[config.mk]
export PLATFORM = sky130hd
export DESIGN_NAME = fetch_sequencer
export DESIGN_NICKNAME = d
export VERILOG_FILES = /design/src/rtl/fetch_pkg.sv /design/src/rtl/fetch_slot.sv /design/src/rtl/fetch_sequencer.sv
export SDC_FILE = /design/constraint.sdc
export NUM_CORES = 1
export LEC_CHECK = 0
export BUFFER_PORTS_ARGS = -buffer_cell sky130_fd_sc_hd__buf_2
export CORE_ASPECT_RATIO = 0.5
export CORE_MARGIN = 2
export CORE_UTILIZATION = 28
export DETAILED_ROUTE_END_ITERATION = 10
export SETUP_SLACK_MARGIN = 0.3
export SKIP_CTS_REPAIR_TIMING = 1
export SYNTH_ARGS = -nofsm -noshare
export SYNTH_HDL_FRONTEND = slang
export SYNTH_SLANG_ARGS = --single-unit
export TNS_END_PERCENT = 1
[constraint.sdc]
create_clock -name i_clk -period 2.5 [get_ports i_clk]
set_clock_uncertainty 0.15 [all_clocks]
set_input_delay 0.25 -clock i_clk [delete_from_list [all_inputs] [get_ports i_clk]]
set_output_delay 0.25 -clock i_clk [all_outputs]
set_load 0.03 [all_outputs]
[src/rtl/fetch_pkg.sv]
// Shared types and constants for the instruction-fetch sequencer.
package fetch_pkg;

    typedef enum logic {
        StRun,
        StHalt
    } fetch_state_e;

    localparam int unsigned INSN_BYTES = 4;
    localparam logic [31:0] ZERO_INSN  = 32'h0000_0000;

endpackage

[src/rtl/fetch_slot.sv]
// One-entry output register toward decode: load takes priority over flush, otherwise hold.
module fetch_slot #(
    parameter int unsigned XLEN = 32
) (
    input  logic            i_clk,
    input  logic            i_reset,
    input  logic            i_load,
    input  logic            i_flush,
    input  logic [XLEN-1:0] i_inst,
    input  logic [XLEN-1:0] i_pc,
    output logic            o_valid,
    output logic [XLEN-1:0] o_inst,
    output logic [XLEN-1:0] o_pc
);

    logic            r_valid;
    logic [XLEN-1:0] r_inst;
    logic [XLEN-1:0] r_pc;

    always_ff @(posedge i_clk) begin
        if (i_reset) begin
            r_valid <= 1'b0;
            r_inst  <= '0;
            r_pc    <= '0;
        end else if (i_load) begin
            r_valid <= 1'b1;
            r_inst  <= i_inst;
            r_pc    <= i_pc;
        end else if (i_flush) begin
            r_valid <= 1'b0;
        end
    end

    assign o_valid = r_valid;
    assign o_inst  = r_inst;
    assign o_pc    = r_pc;

endmodule

[src/rtl/fetch_sequencer.sv]
// Instruction-fetch controller: owns the PC, feeds a one-entry slot, handles redirects and halts.
// Optional: define FETCH_HALT_ON_ZERO_EN to treat an all-zero ROM word as end-of-program.
module fetch_sequencer
    import fetch_pkg::*;
#(
    parameter int unsigned     ADDR_W   = 5,
    parameter int unsigned     XLEN     = 32,
    parameter logic [XLEN-1:0] RESET_PC = '0
) (
    input  logic              i_clk,
    input  logic              i_reset,
    output logic [ADDR_W-1:0] o_rom_addr,
    input  logic [XLEN-1:0]   i_rom_data,
    output logic              o_inst_valid,
    input  logic              i_inst_ready,
    output logic [XLEN-1:0]   o_inst,
    output logic [XLEN-1:0]   o_inst_pc,
    input  logic              i_redirect_valid,
    input  logic [XLEN-1:0]   i_redirect_pc,
    output logic              o_halted,
    output logic              o_fault,
    output logic [31:0]       o_fetch_count
);

    localparam int unsigned PcLsb = $clog2(INSN_BYTES);

    fetch_state_e    r_state;
    fetch_state_e    w_state_next;
    logic [XLEN-1:0] r_pc;
    logic [XLEN-1:0] w_pc_next;
    logic            r_fault;
    logic            w_fault_next;
    logic [31:0]     r_count;

    logic            w_free;
    logic            w_handshake;
    logic            w_out_of_range;
    logic            w_zero_insn;
    logic            w_load;
    logic            w_flush;

    assign w_free         = !o_inst_valid || i_inst_ready;
    assign w_handshake    = o_inst_valid && i_inst_ready;
    // Any bit above the ROM window means the PC has run past the last word.
    assign w_out_of_range = |r_pc[XLEN-1:ADDR_W+PcLsb];

`ifdef FETCH_HALT_ON_ZERO_EN
    assign w_zero_insn = (i_rom_data == ZERO_INSN);
`else
    assign w_zero_insn = 1'b0;
`endif

    always_comb begin
        w_pc_next    = r_pc;
        w_state_next = r_state;
        w_fault_next = r_fault;
        w_load       = 1'b0;
        w_flush      = 1'b0;
        if (i_redirect_valid) begin
            w_pc_next    = {i_redirect_pc[XLEN-1:PcLsb], {PcLsb{1'b0}}};
            w_state_next = StRun;
            w_flush      = 1'b1;
            if (|i_redirect_pc[PcLsb-1:0]) begin
                w_fault_next = 1'b1;
            end
        end else if (r_state == StRun && w_free) begin
            if (w_out_of_range) begin
                w_fault_next = 1'b1;
                w_state_next = StHalt;
                w_flush      = 1'b1;
            end else if (w_zero_insn) begin
                w_state_next = StHalt;
                w_flush      = 1'b1;
            end else begin
                w_load    = 1'b1;
                w_pc_next = r_pc + XLEN'(INSN_BYTES);
            end
        end
    end

    always_ff @(posedge i_clk) begin
        if (i_reset) begin
            r_state <= StRun;
            r_pc    <= RESET_PC;
            r_fault <= 1'b0;
            r_count <= '0;
        end else begin
            r_state <= w_state_next;
            r_pc    <= w_pc_next;
            r_fault <= w_fault_next;
            r_count <= r_count + {31'b0, w_handshake};
        end
    end

    fetch_slot #(
        .XLEN (XLEN)
    ) u_slot (
        .i_clk   (i_clk),
        .i_reset (i_reset),
        .i_load  (w_load),
        .i_flush (w_flush),
        .i_inst  (i_rom_data),
        .i_pc    (r_pc),
        .o_valid (o_inst_valid),
        .o_inst  (o_inst),
        .o_pc    (o_inst_pc)
    );

    assign o_rom_addr    = r_pc[ADDR_W+PcLsb-1:PcLsb];
    assign o_halted      = (r_state == StHalt);
    assign o_fault       = r_fault;
    assign o_fetch_count = r_count;

endmodule

==> run_results.csv, run 1 <==
group,metric,value,unit
run,maxCapViolCount,0,
yosys,synth_ff_type,"dfxtp_1",
sta,drv_slew,0,
sta,final.setup.tns,0,ns
die,die_area,19640,um2
power_and_ir_drop,power_leakage,3.292,nW
place,gp_congestion,0.7539,
cells_and_area,drive_above_1_share,34.63,%
cts,clkTransAtPathRegs,0.06,ns
die,core,18260,um2
critical_path,cp_data_arrival_time,2.47,ns
sta,hold_viol,1,
global_routing,grt_pass1_vias,4149,
yosys,yosysWarnings,0,
yosys,synthDistinctLibCells,46,
yosys,synth_top_area_share,49.17,%
cts,clk_latency,0.41,ns
yosys,synthTopCellsByArea,"dfxtp_1, mux2i_1, nand2_1",
routing,drt-initial-drc-count,195,
global_routing,track_usage,13.36,%
place,io_buffers,169,
critical_path,end_kind,"flip-flop",
cts,cts_buffer_depth,2,
critical_path,critical_path.cell_chain,"and2_4 > ha_4 > buf_6 > nand4_1 > or3_4 > buf_12 > or4_1 > a21oi_1",
cts,cts_tree,"done",
yosys,synthesis.area,5171,um2
cells_and_area,area_growth,50.21,%
yosys,synthArstFlopShare,0,%
routing,drc,0,
critical_path,cp_slowest_cell,"or4_1",
place,hpwlAfterDp,9048,um
yosys,yosysTopAreaCell,"dfxtp_1",
yosys,synth_commonest_cells,"dfxtp_1, nand2_1, mux2i_1",
global_routing,grt_antenna_before_repair,0,
cells_and_area,utilization,42.54,%
die,ios,172,
routing,vias,4721,
cts,ctsRootBufferMaster,"clkbuf_16",
global_routing,grt_first_pass_wirelength,20950,um
global_routing,overflow,0,
sta,fin_crit,2.279,ns
hold_path,hp-class,"primary input to flip-flop",
routing,ant_nets,0,
cells_and_area,final_nets,852,
critical_path,cp-start-kind,"flip-flop",
power_and_ir_drop,power_density,648.2,nW/um2
routing,routed_via_density,4.566,
cts,cts_sinks,127,
sta,slew_headroom,64.87,%
critical_path,critical_path_class,"flip-flop to flip-flop",
critical_path,cp_max_fo,8,
outcome,violations,"negative hold slack",
sta,period_share,91.15,%
cells_and_area,multi_input_area,2584,um2
yosys,ys_seq_area_share,49.17,%
power_and_ir_drop,ir_worst_vdd,463.9,uV
sta,timing.final.ws_setup,0.2213,ns
critical_path,cp.required,2.69,ns
place,place_ws,0.1440,ns
cells_and_area,register_area,2547,um2
sta,whs,-0.008982,ns
yosys,synth-edff-count,0,
critical_path,slowest_delay,0.46,ns
sta,tightest_slew,0.5270,ns
cts,cts_buffers,17,
cts,htree_levels,4,
outcome,status,"complete, but fails checks",
routing,drtPass1Iterations,4,
sta,rsz0062_at_grt,"true",
global_routing,grt_start_max_net_pins,77,
die,initial_utilization,28.32,%
die,die_h,100.1,um
routing,wl,14290,um
yosys,ys_seq_elements,127,
cells_and_area,antenna_cells,0,
yosys,syn_inst,552,
yosys,post-synth-top-count-cell,"dfxtp_1",
die,num_rows,35,
cells_and_area,fillers,1744,
routing,wl_per_cell,13.82,um
yosys,synth_area_per_cell,9.368,um2
sta,max_freq,438.8,MHz
sta,setup_violations,0,
die,chipWidth,196.2,um
==> per-layer routing <==
metal,routed length (um),share of wire [%],GRT usage [%]
met1,6484,45,16.94
met2,7102,50,22.09
met3,518,3.6,3.931
met4,187,1.3,4.254
met5,0,0,0
==> logic make-up (layout without fill, tap and decap cells) <==
group | count (synthesis) | count (layout) | synth area share, %
buffers and inverters | 53 | 294 | 5.226
multiplexers | 63 | 63 | 12.24
adder cells (fa/ha/maj) | 3 | 3 | 0.7259
flip-flops | 127 | 127 | 49.17
other | 1 | 2 | 0.07252
AND/OR/NAND/NOR | 235 | 235 | 23.28
XOR/XNOR | 12 | 12 | 2.032
AO/OA/AOI/OAI | 58 | 58 | 7.259
==> cell usage in the layout (no fill, tap or decap), types with 3 or more instances in the layout <==
| cell type | n |
|---|---|
| a21oi_1 | 12 |
| a21oi_2 | 8 |
| and3_1 | 3 |
| buf_12 | 5 |
| buf_2 | 170 |
| buf_4 | 18 |
| bufinv_16 | 3 |
| clkbuf_16 | 17 |
| clkinv_4 | 4 |
| dfxtp_1 | 125 |
| dlygate4sd3_1 | 56 |
| inv_1 | 9 |
| inv_6 | 4 |
| mux2i_1 | 61 |
| nand2_1 | 89 |
| nand2b_1 | 4 |
| nand3_1 | 10 |
| nand4_1 | 11 |
| nor2_1 | 41 |
| nor2b_1 | 4 |
| nor3_1 | 4 |
| nor3b_1 | 25 |
| nor4_1 | 5 |
| nor4_2 | 5 |
| o211ai_1 | 3 |
| o21ai_0 | 7 |
| o31ai_1 | 11 |
| o31ai_2 | 4 |
| or4_1 | 6 |
| or4_4 | 9 |
| xnor2_1 | 10 |
==> worst paths after layout <==
path / startpoint / to / slack (ns) / cells past startpoint
max: u_slot.o_valid / o_fetch_count[25] / 0.22 / 8
min: i_redirect_pc[2] / r_pc[2] / -0.009 / 3
max reg2reg: u_slot.o_valid / o_fetch_count[25] / 0.22 / 8
min reg2reg: u_slot.o_inst[0] / u_slot.o_inst[0] / 0.30 / 2
==> power by group <==
group          total [W]  switching, W  internal [W]
Combinational   0.000348      0.000177      0.000171
Sequential       0.00209     0.0000291       0.00206
Clock            0.00260      0.000987       0.00161
Total            0.00503       0.00119       0.00384
==> registers in the layout (all words and copies together), names as in the netlist <==
name,flops
o_fault,1
o_halted,1
u_slot.o_valid,1
u_slot.o_pc,30
o_fetch_count,32
u_slot.o_inst,32
r_pc,30
==> worst max-delay path, delay by kind of cell, from the launching register on <==
kind	cells	cell delay [ns]
simple gates	4	1.15
flops	1	0.34
buf+inv	2	0.25
fa+ha+maj	1	0.16
compound gates	1	0.16
==> cell type report <==
type / instances / area share, %
inverter: 10 / 0.4832
timing repair buffer: 252 / 21.63
sequential: 127 / 32.80
multi-input combinational: 373 / 33.26
tap: 240 / 3.866
clock buffer: 18 / 5.654
clock inverter: 14 / 2.303
==> metrics by stage <==
step | cell area, um2 | power, W | cells | hold slack, ns
after floorplan | 5225 | 0.002303 | 553 | 0.2422
after global placement | 6304 | 0.002397 | 935 | 0.2888
after detailed placement | 6304 | 0.002402 | 935 | 0.2936
after CTS | 6922 | 0.005028 | 967 | -0.09519
after global routing | 7767 | 0.005227 | 1034 | 0.01020
final | 7767 | 0.005035 | 1034 | -0.008982
(Power assumes the default switching activity.)
==> inputs of run 2 (changes only) <==
--- a/config.mk
+++ b/config.mk
@@ -5,12 +5,13 @@
 export SDC_FILE = /design/constraint.sdc
 export NUM_CORES = 1
 export LEC_CHECK = 0
+export ABC_AREA = 1
 export BUFFER_PORTS_ARGS = -buffer_cell sky130_fd_sc_hd__buf_2
 export CORE_ASPECT_RATIO = 0.5
 export CORE_MARGIN = 2
 export CORE_UTILIZATION = 28
 export DETAILED_ROUTE_END_ITERATION = 10
-export SETUP_SLACK_MARGIN = 0.3
+export SETUP_SLACK_MARGIN = 0.2
 export SKIP_CTS_REPAIR_TIMING = 1
 export SYNTH_ARGS = -nofsm -noshare
 export SYNTH_HDL_FRONTEND = slang
==> run 2 against run 1 <==
  * Core utilization decreased by 4.5 points
  * Maximum frequency up 8.9%
  * Flip-flop and latch count unchanged
  * Synthesized cell count up 58%
  * Via count is 23% higher
  * Routed wire length is 20% higher
  * Highest routed layer unchanged
  * Sequential share of layout area decreased by 0.22 points
  * Die area grew 13%
  * Critical endpoint is now o_fetch_count[18]
  * Sequential power about the same
  * The run still ends with negative hold slack left
==> run_results.csv, run 2 <==
group,metric,value,unit
critical_path,crit_buf_inv,2,
sta,slew_headroom,65.54,%
global_routing,overflow,0,
critical_path,rrSetupSlack,0.41,ns
yosys,yosysTopAreaCell,"dfxtp_1",
place,dp_cells,1273,
sta,setup_violations,0,
power_and_ir_drop,power_leakage,3.738,nW
critical_path,critical_path.cell_chain,"nand2_1 > inv_1 > ha_1 > ha_1 > nand2_1 > nor2_4 > nand2_2 > nor2_4 > nand2_4 > inv_1 > nand3_1 > o21ai_0 > nor2_1",
cts,htree_levels,4,
yosys,synth_ff_type,"dfxtp_1",
die,num_rows,37,
sta,tightest_slew,0.5168,ns
cts,cts_tree,"done",
die,initial_utilization,28.52,%
cells_and_area,register_area,2544,um2
die,ios,172,
yosys,synth_top_area_share,43.36,%
routing,drtPass1Iterations,6,
sta,whs,-0.01133,ns
yosys,synthesis.area,5863,um2
routing,routed_via_density,4.381,
yosys,ys_seq_area_share,43.36,%
hold_path,hp-start,"i_redirect_pc[25]",
yosys,synthTopCellsByArea,"dfxtp_1, nand2_1, inv_1",
run,maxCapViolCount,0,
cells_and_area,final_cell_mix,"nand2_1, buf_2, inv_1",
place,gp_congestion,0.9229,
yosys,synthArstFlopShare,0,%
outcome,violations,"negative hold slack",
critical_path,end_kind,"flip-flop",
cts,clkTransAtPathRegs,0.07,ns
hold_path,min_to,"r_pc[25]",
die,chipWidth,208.6,um
power_and_ir_drop,ir_worst_vdd,405.4,uV
critical_path,cp_data_arrival_time,2.25,ns
place,hpwlAfterDp,11760,um
power_and_ir_drop,power_density,675.6,nW/um2
routing,ant_nets,0,
hold_path,min_delay_path_depth,3,
global_routing,track_usage,15.07,%
yosys,post-synth-top-count-cell,"nand2_1",
yosys,ys_seq_elements,127,
yosys,synth_area_per_cell,6.739,um2
cells_and_area,final_common_cell,"nand2_1",
cts,cts_sinks,127,
critical_path,cp-start-kind,"flip-flop",
sta,max_freq,477.8,MHz
global_routing,grt_start_max_net_pins,75,
die,core,20550,um2
routing,wl,17160,um
sta,fin_crit,2.093,ns
outcome,status,"complete, but fails checks",
critical_path,r2r_end,"o_fetch_count[18]",
cells_and_area,fillers,2184,
routing,drt-initial-drc-count,407,
routing,drc,0,
cells_and_area,multi_input_area,2445,um2
critical_path,reg2reg_from,"u_slot.o_valid",
critical_path,slowest_delay,0.37,ns
sta,hold_viol,2,
critical_path,crit_family,"simple AND/OR/NAND/NOR gates",
sta,final.setup.tns,0,ns
yosys,yosysWarnings,0,
critical_path,reg2reg_depth,13,
yosys,syn_inst,870,
cells_and_area,fin_cells,1330,
sta,period_share,83.72,%
place,io_buffers,169,
cts,clk_latency,0.42,ns
cells_and_area,area_growth,33.18,%
critical_path,cp_max_fo,5,
routing,vias,5827,
critical_path,crit_start,"u_slot.o_valid",
yosys,synthDistinctLibCells,30,
die,die_h,106.3,um
cells_and_area,drive_above_1_share,21.50,%
sta,rsz0062_at_grt,"false",
die,die_area,22180,um2
cells_and_area,final_nets,1115,
critical_path,critical_path_class,"flip-flop to flip-flop",
hold_path,hp-class,"primary input to flip-flop",
global_routing,grt_antenna_before_repair,1,
cts,cts_buffers,17,
cts,ctsRootBufferMaster,"clkbuf_16",
critical_path,cp_slowest_cell,"dfxtp_2",
cts,cts_buffer_depth,2,
yosys,synth-edff-count,0,
global_routing,grt_first_pass_wirelength,26540,um
global_routing,grt_pass1_vias,5294,
routing,wl_per_cell,12.90,um
critical_path,cp.required,2.66,ns
yosys,synth_commonest_cells,"nand2_1, inv_1, dfxtp_1",
sta,drv_slew,0,
run 2: changes by cell type in the layout (fill, tap and decap cells not counted), moves of 33 or more:
cell           before  now
nand2_1            89  211
a21oi_1            12   54
nor2_1             41  105
mux2i_1            61    0
inv_1               9  164
dlygate4sd3_1      56   23
nand3_1            10   54
run 2: through the flow:
stage	total power (W)	setup slack [ns]	area (um2)	util, %
floorplan	0.002365	0.3183	5867	-
global placement	0.002477	0.3592	6897	33.55
detailed placement	0.002483	0.3028	6897	33.55
CTS	0.005310	0.2841	7550	36.73
global route	0.005475	0.2140	7809	37.99
finish	0.005276	0.4070	7809	37.99
run 2: how the worst max path moves through the flow:
stage                              endpoint  slack (ns)  depth (start not counted)
after CTS                 o_fetch_count[18]        0.28                         13
after global routing      o_fetch_count[18]        0.21                         13
after floorplan           o_fetch_count[18]        0.32                         13
after global placement    o_fetch_count[18]        0.36                         13
after detailed placement  o_fetch_count[18]        0.30                         13
final                     o_fetch_count[18]        0.41                         13
run 2: layout make-up:
class / count / share of cell area, %
clock buffer: 17 / 5.448
timing repair buffer: 204 / 15.41
inverter: 165 / 7.931
antenna: 1 / 0.03205
tap: 273 / 4.374
sequential: 127 / 32.57
clock inverter: 14 / 2.916
multi-input combinational: 529 / 31.31
run 2: worst reg2reg max path: stages, from the launching register on:
cell and delay [ns]:
dfxtp_2 0.37, nand2_1 0.06, inv_1 0.05, ha_1 0.16, ha_1 0.18, nand2_1 0.10
nor2_4 0.12, nand2_2 0.09, nor2_4 0.19, nand2_4 0.10, inv_1 0.11, nand3_1 0.10
o21ai_0 0.16, nor2_1 0.05
run 2: cells by family after synthesis:
family,synth area share [%]
XOR/XNOR,1.046
flip-flops,43.36
other,0.06396
AND/OR/NAND/NOR,33.01
adder cells (fa/ha/maj),0.6403
AO/OA/AOI/OAI,6.573
buffers and inverters,15.30
run 2: report_power, final:
| part | internal, W | switching [W] | leakage [nW] |
|---|---|---|---|
| sequential | 0.00206 | 0.0000233 | 1.03 |
| clock | 0.00179 | 0.00102 | 0.316 |
| combinational | 0.000146 | 0.000235 | 2.39 |
run 2: per-layer routing:
layer  vias up  GRT usage (%)  wire (um)
met3        24          4.313        720
met1      2667          17.88       7481
li1       3017              -          -
met4         0          5.000        315
met5         -              0          0
met2       119          26.33       8642
